## config.mk

```make
export PLATFORM = sky130hd
export DESIGN_NAME = udp_rapid_packer
export DESIGN_NICKNAME = d
export VERILOG_FILES = /design/src/rtl/udp_rapid_pkg.sv /design/src/rtl/udp_rapid_packer.sv
export SDC_FILE = /design/constraint.sdc
export NUM_CORES = 1
export LEC_CHECK = 0
export ABC_AREA = 1
export BUFFER_PORTS_ARGS = -buffer_cell sky130_fd_sc_hd__buf_4
export CORE_UTILIZATION = 50
export DETAILED_ROUTE_END_ITERATION = 8
export GPL_ROUTABILITY_DRIVEN = 0
export PLACE_DENSITY = 0.75
export SYNTH_ARGS = -nofsm -noshare
export SYNTH_HDL_FRONTEND = slang
export SYNTH_SLANG_ARGS = --single-unit
```

## constraint.sdc

```tcl
create_clock -name clk_udp -period 1.9 [get_ports clk_udp]
set_clock_uncertainty 0.15 [all_clocks]
set_input_delay 0.19 -clock clk_udp [delete_from_list [all_inputs] [get_ports clk_udp]]
set_output_delay 0.19 -clock clk_udp [all_outputs]
set_load 0.03 [all_outputs]
```

## src/rtl/udp_rapid_pkg.sv

```systemverilog
// Shared types and constants for the UDP-to-RapidIO payload packer.
package udp_rapid_pkg;

  typedef enum logic {
    ST_IDLE = 1'b0,
    ST_PACK = 1'b1
  } state_e;

  localparam int DEF_IN_W  = 32;
  localparam int DEF_OUT_W = 64;
  localparam int RATIO     = DEF_OUT_W / DEF_IN_W;
  localparam int BYTE_W    = 8;
  localparam int KEEP_MAX  = 128;

  function automatic logic [7:0] popcount(input logic [KEEP_MAX-1:0] v);
    logic [7:0] c;
    c = '0;
    for (int i = 0; i < KEEP_MAX; i++) begin
      c = c + 8'(v[i]);
    end
    return c;
  endfunction

endpackage

```

## src/rtl/udp_rapid_packer.sv

```systemverilog
// Packs IN_W-bit UDP payload beats into OUT_W-bit RapidIO words with framing checks.
// Optional byte-count vs. length check is built when UDP_LEN_CHECK_EN is defined.
module udp_rapid_packer
  import udp_rapid_pkg::*;
#(
  parameter int IN_W  = DEF_IN_W,
  parameter int OUT_W = DEF_OUT_W,
  parameter int LEN_W = 16
) (
  input  logic                 clk_udp,
  input  logic                 reset_udp,
  input  logic [IN_W-1:0]      udp_data_in,
  input  logic [IN_W/8-1:0]    udp_keep_in,
  input  logic                 udp_valid_in,
  input  logic                 udp_first_in,
  input  logic                 udp_last_in,
  input  logic [LEN_W-1:0]     udp_length_in,
  output logic                 udp_ready_out,
  output logic [OUT_W-1:0]     rapid_data_out,
  output logic [OUT_W/8-1:0]   rapid_keep_out,
  output logic                 rapid_valid_out,
  output logic                 rapid_first_out,
  output logic                 rapid_last_out,
  output logic [LEN_W-1:0]     rapid_length_out,
  input  logic                 rapid_ready_in,
  output logic                 proto_err_out,
  output logic                 len_err_out
);

  localparam int LANES = OUT_W / IN_W;
  localparam int IN_K  = IN_W / BYTE_W;
  localparam int OUT_K = OUT_W / BYTE_W;
  localparam int IDX_W = (LANES > 1) ? $clog2(LANES) : 1;
  localparam logic [IDX_W-1:0] IDX_LAST = IDX_W'(LANES - 1);

  state_e             state_q, state_d;
  logic [IDX_W-1:0]   idx_q, idx_d;
  logic [OUT_W-1:0]   acc_data_q, acc_data_d;
  logic [OUT_K-1:0]   acc_keep_q, acc_keep_d;
  logic               first_pend_q, first_pend_d;
  logic [LEN_W-1:0]   len_q, len_d;

  logic [OUT_W-1:0]   out_data_q, out_data_d;
  logic [OUT_K-1:0]   out_keep_q, out_keep_d;
  logic               out_valid_q, out_valid_d;
  logic               out_first_q, out_first_d;
  logic               out_last_q, out_last_d;
  logic [LEN_W-1:0]   out_len_q, out_len_d;
  logic               perr_q, perr_d;

  logic               accept, start, in_pkt, complete, pkt_first;
  logic [IDX_W-1:0]   lane;
  logic [OUT_W-1:0]   base_data, merged_data;
  logic [OUT_K-1:0]   base_keep, merged_keep;
  logic [LEN_W-1:0]   len_eff;

`ifdef UDP_LEN_CHECK_EN
  logic [LEN_W-1:0]   cnt_q, cnt_d, cnt_new;
  logic               lerr_q, lerr_d;

  function automatic logic [LEN_W-1:0] sat_add(input logic [LEN_W-1:0] a, input logic [7:0] b);
    logic [LEN_W:0] s;
    s = {1'b0, a} + (LEN_W+1)'(b);
    return s[LEN_W] ? '1 : s[LEN_W-1:0];
  endfunction

  assign cnt_new = sat_add(start ? '0 : cnt_q, popcount(KEEP_MAX'(udp_keep_in)));
`endif

  assign udp_ready_out = !out_valid_q || rapid_ready_in;
  assign accept        = udp_valid_in && udp_ready_out;
  assign start         = accept && udp_first_in;
  assign in_pkt        = (state_q == ST_PACK);

  // A first beat always starts a fresh word at lane 0, whatever was pending.
  always_comb begin
    if (start) begin
      base_data = '0;
      base_keep = '0;
      lane      = '0;
      pkt_first = 1'b1;
      len_eff   = udp_length_in;
    end else begin
      base_data = acc_data_q;
      base_keep = acc_keep_q;
      lane      = idx_q;
      pkt_first = first_pend_q;
      len_eff   = len_q;
    end
  end

  always_comb begin
    merged_data = base_data;
    merged_keep = base_keep;
    for (int i = 0; i < LANES; i++) begin
      if (lane == IDX_W'(i)) begin
        merged_data[OUT_W-1-i*IN_W -: IN_W] = udp_data_in;
        merged_keep[OUT_K-1-i*IN_K -: IN_K] = udp_keep_in;
      end
    end
  end

  assign complete = (lane == IDX_LAST) || udp_last_in;

  always_comb begin
    state_d      = state_q;
    idx_d        = idx_q;
    acc_data_d   = acc_data_q;
    acc_keep_d   = acc_keep_q;
    first_pend_d = first_pend_q;
    len_d        = len_q;
    out_data_d   = out_data_q;
    out_keep_d   = out_keep_q;
    out_valid_d  = out_valid_q;
    out_first_d  = out_first_q;
    out_last_d   = out_last_q;
    out_len_d    = out_len_q;
    perr_d       = 1'b0;
`ifdef UDP_LEN_CHECK_EN
    cnt_d        = cnt_q;
    lerr_d       = lerr_q;
`endif

    if (out_valid_q && rapid_ready_in) begin
      out_valid_d = 1'b0;
      out_first_d = 1'b0;
      out_last_d  = 1'b0;
`ifdef UDP_LEN_CHECK_EN
      lerr_d      = 1'b0;
`endif
    end

    if (accept) begin
      if (!start && !in_pkt) begin
        perr_d = 1'b1;
      end else begin
        perr_d = start && in_pkt;
        len_d  = len_eff;
`ifdef UDP_LEN_CHECK_EN
        cnt_d  = cnt_new;
`endif
        if (complete) begin
          out_valid_d  = 1'b1;
          out_data_d   = merged_data;
          out_keep_d   = merged_keep;
          out_first_d  = pkt_first;
          out_last_d   = udp_last_in;
          out_len_d    = len_eff;
`ifdef UDP_LEN_CHECK_EN
          lerr_d       = udp_last_in && (cnt_new != len_eff);
`endif
          idx_d        = '0;
          acc_data_d   = '0;
          acc_keep_d   = '0;
          first_pend_d = 1'b0;
          state_d      = udp_last_in ? ST_IDLE : ST_PACK;
        end else begin
          acc_data_d   = merged_data;
          acc_keep_d   = merged_keep;
          idx_d        = lane + IDX_W'(1);
          first_pend_d = pkt_first;
          state_d      = ST_PACK;
        end
      end
    end
  end

  always_ff @(posedge clk_udp) begin
    if (reset_udp) begin
      state_q      <= ST_IDLE;
      idx_q        <= '0;
      acc_data_q   <= '0;
      acc_keep_q   <= '0;
      first_pend_q <= 1'b0;
      len_q        <= '0;
      out_data_q   <= '0;
      out_keep_q   <= '0;
      out_valid_q  <= 1'b0;
      out_first_q  <= 1'b0;
      out_last_q   <= 1'b0;
      out_len_q    <= '0;
      perr_q       <= 1'b0;
`ifdef UDP_LEN_CHECK_EN
      cnt_q        <= '0;
      lerr_q       <= 1'b0;
`endif
    end else begin
      state_q      <= state_d;
      idx_q        <= idx_d;
      acc_data_q   <= acc_data_d;
      acc_keep_q   <= acc_keep_d;
      first_pend_q <= first_pend_d;
      len_q        <= len_d;
      out_data_q   <= out_data_d;
      out_keep_q   <= out_keep_d;
      out_valid_q  <= out_valid_d;
      out_first_q  <= out_first_d;
      out_last_q   <= out_last_d;
      out_len_q    <= out_len_d;
      perr_q       <= perr_d;
`ifdef UDP_LEN_CHECK_EN
      cnt_q        <= cnt_d;
      lerr_q       <= lerr_d;
`endif
    end
  end

  assign rapid_data_out   = out_data_q;
  assign rapid_keep_out   = out_keep_q;
  assign rapid_valid_out  = out_valid_q;
  assign rapid_first_out  = out_first_q;
  assign rapid_last_out   = out_last_q;
  assign rapid_length_out = out_len_q;
  assign proto_err_out    = perr_q;
`ifdef UDP_LEN_CHECK_EN
  assign len_err_out      = lerr_q;
`else
  assign len_err_out      = 1'b0;
`endif

endmodule

```

==> impl_metrics.yaml <==
yosys:
  yosys.area_share.xor_xnor_pct: 0
  synth-adder-area-share_pct: 0.150
  netlist.area_leader.share_pct: 43.9
  synth_top_cell_by_area: "dfxtp_1"
  syn_inst: 1281
  ys_seq_area_share_pct: 43.9
  synth_compound_area_share_pct: 8.05
  ys_ff_latch: 183
  yosysUniqueCellTypes: 23
  synthSimpleGateAreaFrac_pct: 37.2
  synth_top_family_by_area: "simple AND/OR/NAND/NOR gates"
  ys_warn_count: 0
  syn-num-nets: 1340
  synthMuxAreaShare_pct: 0
  syn_area_sq_mm: 0.00835
  synth_area_leaders: "dfxtp_1 44%, nand2_1 21%, nor2_1 8.0%"
  syn_area_per_cell_sq_um: 6.52
layout:
  antenna_cells: 0
  drive_above_1_share_pct: 16.0
  multi_input_area_sq_mm: 0.00386
  final_common_cell: "nand2_1"
  stdcell_count: 1684
  fillers: 1410
  final-seq-area_sq_mm: 0.00367
  layout_common_cells: "456 x nand2_1, 181 x dfxtp_1, 178 x nor2_1"
  area_delta_synth_final_pct: 32.1
  final_nets: 1514
pwr:
  ir_drop_mv: 0.651
  total_power_mw: 9.55
  power_leakage_nw: 5.36
  powerDensity_mw_per_mm2: 867
floorplanning:
  die_x_um: 131
  core-area_sq_mm: 0.0161
  die_area_sq_mm: 0.0172
  rows: 46
  die_y_um: 131
  io_pins: 152
  initial_core_util_pct: 51.8
worst_setup_path:
  critPathKind: "flip-flop to flip-flop"
  required_ns: 2.08
  crit_arrival_ns: 2.06
  crit_fanout: 12
  startpoint_type: "flip-flop"
  end_kind: "flip-flop"
clocking:
  root_buffer: "clkbuf_16"
  cts-buffers-inserted: 17
  clk_pin_slew_ns: 0.07
  cts_htree_levels: 4
  cts_tree: "built"
  clk_latency_ns: 0.43
  clockBufferDepth: 2
  clock_sinks: 183
sta:
  max_freq_mhz: 532
  min_period_ns: 1.88
  maxSlewViolCount: 0
  hold_violations: 0
  setup_viol: 0
  finalCritPeriodShare_pct: 98.8
  grt_setup_unrepaired: "true"
run:
  max_cap_viol_count: 0
grt:
  grtUsageTotal_pct: 26.3
  grt_pass1_wl_um: 37100
  antenna_found_initial: 0
  grt_pass1_vias: 7579
  grt_overflow: 0
  grt_max_degree: 77
placement:
  dp_hpwl_um: 14100
  dpl.cell_count: 1593
  placement.io_buffers: 150
route:
  post-route-drc-count: 0
  vias: 8345
  viasPerCell: 4.96
  drt_first_iter_violations: 631
  wire_per_inst_um: 13.4
  drt-total-wl_um: 22600
  postRouteAntennaNets: 0
  dr.pass1.iters: 7
worst_hold_path:
  hp-class: "input pin to flip-flop"
status:
  run_status: "finished clean"
-- metrics by stage --
step	instance area (sq um)	setup slack [ns]	setup TNS, ns	utilization, %	hold WS (ns)
2_1_floorplan	8440	-0.0807	-8.03	-	0.200
3_3_place_gp	9800	0.0922	0	60.8	0.297
3_5_place_dp	9800	0.0427	0	60.8	0.301
4_1_cts	11000	0.0279	0	68.0	0.0194
5_1_grt	11000	-0.0652	-0.781	68.4	0.0359
6_report	11000	0.0221	0	68.4	0.0298
-- where the power goes --
part	internal [mW]	switching, mW
clock network	2.19	1.53
logic	0.671	1.06
registers	4.02	0.0971
total	6.87	2.68
-- layout make-up --
type                            instances  share of cell area, %
Inverter                              118                   4.04
Timing Repair Buffer                  243                   19.6
Clock buffer                           21                   4.28
Clock inverter                         11                   1.32
Multi-Input combinational cell        892                   35.0
Tap cell                              216                   2.45
Sequential cell                       183                   33.3
-- cell usage after synthesis --
cell,instances
dfxtp_1,183
clkbuf_1,31
a21oi_2,1
buf_2,23
a21boi_0,1
nor2_4,1
nand3b_1,38
nand2_1,458
inv_1,116
nor3_1,1
nand3_4,1
buf_6,2
buf_1,15
o21ai_0,39
buf_4,18
nor2_1,179
inv_2,2
ha_1,1
conb_1,1
a21oi_1,92
nand4_1,1
nand2_2,4
nand3_1,73
-- worst paths after layout --
check,start,endpoint,slack [ns],cells after the start
setup reg to reg,rapid_valid_out,rapid_data_out[59],0.02,10
setup / recovery,rapid_valid_out,rapid_data_out[59],0.02,10
hold / removal,udp_length_in[11],len_q[11],0.03,5
hold reg to reg,acc_data_q[61],acc_data_q[61],0.31,2
-- cell families after synthesis --
family	count (synthesis)
AOI/OAI and AO/OA	133
other	1
buffers and inverters	207
adders and majority gates	1
DFF	183
and+or+nand+nor	756
-- sequential cells by signal (all words and copies together), names as in the netlist --
name / flops
rapid_first_out: 1
rapid_last_out: 1
acc_keep_q: 8
rapid_valid_out: 1
proto_err_out: 1
rapid_length_out: 16
idx_q: 1
rapid_keep_out: 8
rapid_data_out: 64
acc_data_q: 64
len_q: 16
first_pend_q: 1
in_pkt: 1
-- worst max-delay path: stages (launching register included) --
cell and delay (ns):
dfxtp_4 0.36, nand2_8 0.07, nand3_4 0.10, ha_4 0.19, inv_4 0.06, nand4_1 0.19, nand2_4 0.23, buf_4 0.22
nand2_1 0.08, nand2_1 0.07, nor2_1 0.05
-- metal layers --
metal	vias to the layer above	part of all wire, %	global-route usage (%)
met2	264	49	45.4
met1	3767	43	32.4
met5	-	0	0
met3	39	5.7	4.44
met4	0	2.5	10.5
li1	4275	-	-
-- timing repair --
action                     in CTS  in global routing
setup endpoints to repair       0                 44
hold buffers                   55                  0
hold endpoints to repair       75                  0
buffers inserted                0                  2
gates resized for setup         0                  4
Note: power is estimated with default switching activity, not from simulation.
